--- src/rtl/stopwatch_pkg.sv ---
// stopwatch_pkg: shared FSM state encoding and default sizing for the stopwatch lap controller
package stopwatch_pkg;
    typedef enum logic [1:0] {
        IDLE  = 2'b00,
        RUN   = 2'b01,
        PAUSE = 2'b10
    } state_t;
    localparam int DEF_WIDTH     = 4;
    localparam int DEF_DIV       = 2;
    localparam int DEF_LAP_DEPTH = 4;
endpackage

--- src/rtl/lap_fifo.sv ---
// lap_fifo: first-word-fall-through FIFO of lap captures with drop detection
// Ports: clk, rst (sync, active-high); push/din write side; pop takes head when valid;
// dout head (0 when empty), valid non-empty, full at DEPTH entries, drop pulses after a rejected push.
// A push on the same edge as a pop is accepted even when full.
module lap_fifo #(
    parameter int W     = 4,
    parameter int DEPTH = 4
) (
    input  logic         clk,
    input  logic         rst,
    input  logic         push,
    input  logic         pop,
    input  logic [W-1:0] din,
    output logic [W-1:0] dout,
    output logic         valid,
    output logic         full,
    output logic         drop
);
    localparam int AW = $clog2(DEPTH);
    logic [W-1:0] mem [DEPTH];
    logic [AW-1:0] rd, wr;
    logic [AW:0] cnt;
    logic do_pop, do_push;
    assign valid   = cnt != '0;
    assign full    = cnt == (AW+1)'(DEPTH);
    assign dout    = valid ? mem[rd] : '0;
    assign do_pop  = pop && valid;
    assign do_push = push && (!full || do_pop);
    always_ff @(posedge clk) begin
        if (do_push) mem[wr] <= din;
    end
    always_ff @(posedge clk) begin
        if (rst) begin
            rd   <= '0;
            wr   <= '0;
            cnt  <= '0;
            drop <= 1'b0;
        end else begin
            if (do_push) wr <= wr + AW'(1);
            if (do_pop) rd <= rd + AW'(1);
            cnt  <= cnt + (AW+1)'(do_push) - (AW+1)'(do_pop);
            drop <= push && full && !do_pop;
        end
    end
endmodule

--- src/rtl/stopwatch_lap_ctrl.sv ---
// stopwatch_lap_ctrl: prescaled stopwatch FSM with lap snapshot register and lap FIFO
// Ports: clk, rst (sync, active-high); start/stop/lap/clear command pulses (clear > stop > start);
// counter live count; storage_counter last lap; running high in RUN;
// lap_valid/lap_data/lap_ready FWFT lap FIFO handshake; lap_full FIFO full; lap_drop lost-lap pulse.
// Define STOPWATCH_SATURATE_EN to hold the counter at its maximum instead of wrapping.
module stopwatch_lap_ctrl
    import stopwatch_pkg::*;
#(
    parameter int WIDTH     = DEF_WIDTH,
    parameter int DIV       = DEF_DIV,
    parameter int LAP_DEPTH = DEF_LAP_DEPTH
) (
    input  logic             clk,
    input  logic             rst,
    input  logic             start,
    input  logic             stop,
    input  logic             lap,
    input  logic             clear,
    output logic [WIDTH-1:0] counter,
    output logic [WIDTH-1:0] storage_counter,
    output logic             running,
    output logic             lap_valid,
    output logic [WIDTH-1:0] lap_data,
    input  logic             lap_ready,
    output logic             lap_full,
    output logic             lap_drop
);
    localparam int PW = DIV > 1 ? $clog2(DIV) : 1;
    localparam logic [PW-1:0] PMAX = PW'(DIV - 1);
    state_t state, state_n;
    logic [PW-1:0] presc;
    logic [WIDTH-1:0] cnt_inc;
    logic adv, lap_take;
    always_ff @(posedge clk) begin
        state <= rst ? IDLE : state_n;
    end
    always_comb begin
        state_n  = clear ? IDLE
                 : (stop && state == RUN) ? PAUSE
                 : (start && !stop && state != RUN) ? RUN
                 : state;
        // a stop on the terminal prescale edge freezes the phase, so no count is gained or lost
        adv      = state == RUN && !stop && !clear;
        lap_take = lap && state != IDLE && !clear;
    end
    assign running = state == RUN;
`ifdef STOPWATCH_SATURATE_EN
    assign cnt_inc = (counter == '1) ? counter : counter + WIDTH'(1);
`else
    assign cnt_inc = counter + WIDTH'(1);
`endif
    always_ff @(posedge clk) begin
        if (rst) begin
            counter         <= '0;
            presc           <= '0;
            storage_counter <= '0;
        end else if (clear) begin
            counter <= '0;
            presc   <= '0;
        end else begin
            if (adv) presc <= (presc == PMAX) ? '0 : presc + PW'(1);
            if (adv && presc == PMAX) counter <= cnt_inc;
            if (lap_take) storage_counter <= counter;
        end
    end
    lap_fifo #(.W(WIDTH), .DEPTH(LAP_DEPTH)) u_fifo (
        .clk   (clk),
        .rst   (rst),
        .push  (lap_take),
        .pop   (lap_ready),
        .din   (counter),
        .dout  (lap_data),
        .valid (lap_valid),
        .full  (lap_full),
        .drop  (lap_drop)
    );
endmodule

--- config.mk ---
export PLATFORM = sky130hd
export DESIGN_NAME = stopwatch_lap_ctrl
export DESIGN_NICKNAME = d
export VERILOG_FILES = /design/src/rtl/stopwatch_pkg.sv /design/src/rtl/lap_fifo.sv /design/src/rtl/stopwatch_lap_ctrl.sv
export SDC_FILE = /design/constraint.sdc
export NUM_CORES = 1
export LEC_CHECK = 0
export CAP_MARGIN = 20
export CORE_AREA = 3 3 65 67
export CTS_CLUSTER_DIAMETER = 60
export DETAILED_ROUTE_END_ITERATION = 8
export DIE_AREA = 0 0 68 70
export PLACE_DENSITY = 0.73
export SYNTH_ARGS = -nofsm -noshare
export SYNTH_HDL_FRONTEND = slang
export SYNTH_SLANG_ARGS = --single-unit
export TNS_END_PERCENT = 5
--- constraint.sdc ---
create_clock -name clk -period 1.9 [get_ports clk]
set_input_delay 0.19 -clock clk [delete_from_list [all_inputs] [get_ports clk]]
set_output_delay 0.19 -clock clk [all_outputs]
set_load 0.005 [all_outputs]
==> flow_summary.ini <==
[run_status]
status = complete, no violations

[critical_path]
critPathLaunch = u_fifo.cnt[2]$_SDFF_PP0_
cp.arrival_ns = 2.03
rrSetupSlack_ns = 0.05
path_class = flip-flop to flip-flop
cp-start-kind = flip-flop
r2r-start = u_fifo.cnt[2]$_SDFF_PP0_
crit_path_end_kind = flip-flop
required_ns = 2.08
path_max_fanout = 4

[run]
cap_violations = 0

[sta]
clock_skew_ns = 0.004571
max-slew-margin-rel_pct = 67.47
finalHoldViolations = 0
max_freq_mhz = 540.0
grt_setup_unrepaired = true
setup_viol = 0
final-max-slew-violation-count = 0
post-route-min-period_ns = 1.852
tightest_slew_ns = 0.4864
finalCritPeriodShare_pct = 97.47

[grt]
grt_pass1_vias = 1194
grt_usage_pct = 14.58
grt_pass1_wl_um = 5188
overflow = 0
antenna_found_initial = 0
grt_max_degree = 16

[logic_synthesis]
ys_types = 38
syn_nets = 148
yosys.area_share.simple_pct = 20.59
avgSynthCellArea_sq_um = 12.33
synth_ff_type = dfxtp_1
synth_top_area_cell = edfxtp_1
synth-compound-area-share_pct = 5.526
synth.area.top_cells = edfxtp_1 29%, dfxtp_1 25%, mux4_2 5.5%
synth_xor_area_share_pct = 2.120
yosysTopAreaCellShare_pct = 29.07
netlist_instances = 134
synth_edf_count = 16
synth.area.mux_share_pct = 8.781
yosys_register_bits = 37
synth_area_sq_um = 1653
synth-adder-area-share_pct = 5.753
yosys_warnings = 0
ys_async_sr_fraction_pct = 0
ys_seq_area_share_pct = 54.50
synth_top_family_by_area = simple AND/OR/NAND/NOR gates

[clock_tree]
insertion_delay_ns = 0.28
clock_tree.root_cell = clkbuf_8
clkSinkCount = 37
cts.clk_slew.worst_paths_ns = 0.06
numCtsBuffers = 5
htree_levels = 2
cts_setup_buffers = 0
cts_tree = done
cts.path.max_buffers = 2

[pwr]
ir_drop_v = 0.0003575
clockPowerShare_pct = 25.7
internal_power_uw = 1447
p_comb_share_pct = 25.3
p_total_uw = 1976
p_per_area_nw_per_um2 = 931.1
p_sw_uw = 528.9
swShare_pct = 26.77
pwr-share-seq_pct = 49.0
power.leakage_uw = 0.0008161

[die]
dieArea_sq_um = 4760
ios = 23
die_y_um = 70
start_util_pct = 44.81
num_rows = 22
core_area_sq_um = 3689
die_w_um = 68

[route]
top_layer_used = met4
vias = 1094
drc = 0
drt_first_pass_iters = 4
dr_wl_met3_um = 132
viasPerCell = 4.973
wl_um = 2924
wl_met2_um = 1469
ant_nets = 0
dr.first_iter.drc_count = 23
met1_length_um = 1270
detail_route.wl_per_cell_um = 13.29

[min_path]
holdCritPathClass = primary input to flip-flop
min_from = lap_ready

[layout]
area_growth_pct = 28.39
multi_input_area_sq_um = 742.0
nFillCells = 318
drive_gt1_share_pct = 24.42
finish.net_count = 185
layout.area.seq_sq_um = 910.9
final_cells = 220
insertedDiodeCount = 0

[place]
place.gp.congestion = 0.7257
portBuffers = 22
dpl.hpwl_um = 2255
dp.cells = 212
metrics by stage:
step           hold WS [ns]  utilization (%)  setup TNS [ns]  setup WS (ns)  cell area (sq um)
3_3_place_gp         0.4677            54.27         -0.3507        -0.2705               2002
2_1_floorplan        0.2674                -               0       0.007135               1658
5_1_grt              0.4869            57.53        -0.02178       -0.02178               2122
3_5_place_dp         0.4872            54.27         -0.4363        -0.3162               2002
4_1_cts              0.4938            56.48        -0.05821       -0.05821               2083
6_report             0.4403            57.53               0        0.04816               2122
Yosys cell counts (2+ instances only):
cell type and count:
nor3_1 2, nor2_1 7, mux4_2 4, xnor2_1 3, and2_2 4, dfxtp_1 21
inv_1 7, o21ai_0 7, nor2b_1 8, or3b_1 4, edfxtp_1 16, nor4b_2 2
ha_1 6, nand2_1 6, mux2i_1 4, or3_2 2, nand2b_1 3, a21oi_1 7
and3_1 2
what timing repair did:
action                     4_1_cts  5_1_grt
resized for setup                6       10
pin swaps                        0        2
setup endpoints to repair        5        2
hold buffers                     0        0
state kept, by name (all words and copies together), names as in the netlist, named ones only:
| name | cells |
|---|---|
| u_fifo.wr | 2 |
| state | 2 |
| u_fifo.rd | 2 |
| u_fifo.cnt | 3 |
| counter | 4 |
| presc | 1 |
| u_fifo.drop | 1 |
| storage_counter | 4 |
| u_fifo.mem | 16 |
path summary, 6_finish.rpt:
path | cells past startpoint | end
min | 4 | u_fifo.drop$_SDFF_PP0_
min reg2reg | 2 | storage_counter[3]$_SDFFE_PP0P_
max | 8 | u_fifo.cnt[2]$_SDFF_PP0_
max reg2reg | 8 | u_fifo.cnt[2]$_SDFF_PP0_
metal layers:
metal  global-route usage [%]  up-vias
li1                         -      552
met1                    16.10      517
met2                    24.41       20
met3                    4.662        5
met4                    7.285        0
met5                        0        -
layout make-up:
cell class	count	area share, %
repair buffers	33	14.15
flip-flops and latches	37	42.92
well taps	48	2.830
multi-input cells	87	34.96
clock inverters	2	0.4717
clock buffers	6	3.420
inverters	7	1.238
power groups by stage:
| stage | sequential (uW) | combinational (uW) | clock (uW) |
|---|---|---|---|
| floorplan | 947 | 281 | 0 |
| global placement | 958 | 471 | 0 |
| detailed placement | 961 | 486 | 0 |
| CTS | 950 | 470 | 520 |
| global route | 978 | 562 | 551 |
| finish | 968 | 501 | 507 |
kinds of logic after synthesis:
family	count (synthesis)
simple gates	50
flops	37
compound gates	17
buf+inv	10
mux	9
fa+ha+maj	7
xor+xnor	4
cell usage in the layout (no fill, tap or decap), types with 6 or more instances in the layout:
master / synthesis / layout
clkdlybuf4s50_1: 0 / 17
inv_1: 7 / 7
nor2b_1: 8 / 8
buf_4: 0 / 11
o21ai_0: 7 / 7
a21oi_1: 7 / 7
nand2_1: 6 / 6
nor2_1: 7 / 7
edfxtp_1: 16 / 16
dfxtp_1: 21 / 17
critical path: stages, from the launching register on:
cell,delay [ns]
dfxtp_2,0.35
o31ai_4,0.25
nand2b_1,0.15
o21ai_0,0.10
ha_2,0.19
fa_2,0.35
xnor2_2,0.18
xnor2_1,0.13
nor2_1,0.05
(Power assumes the default switching activity.)
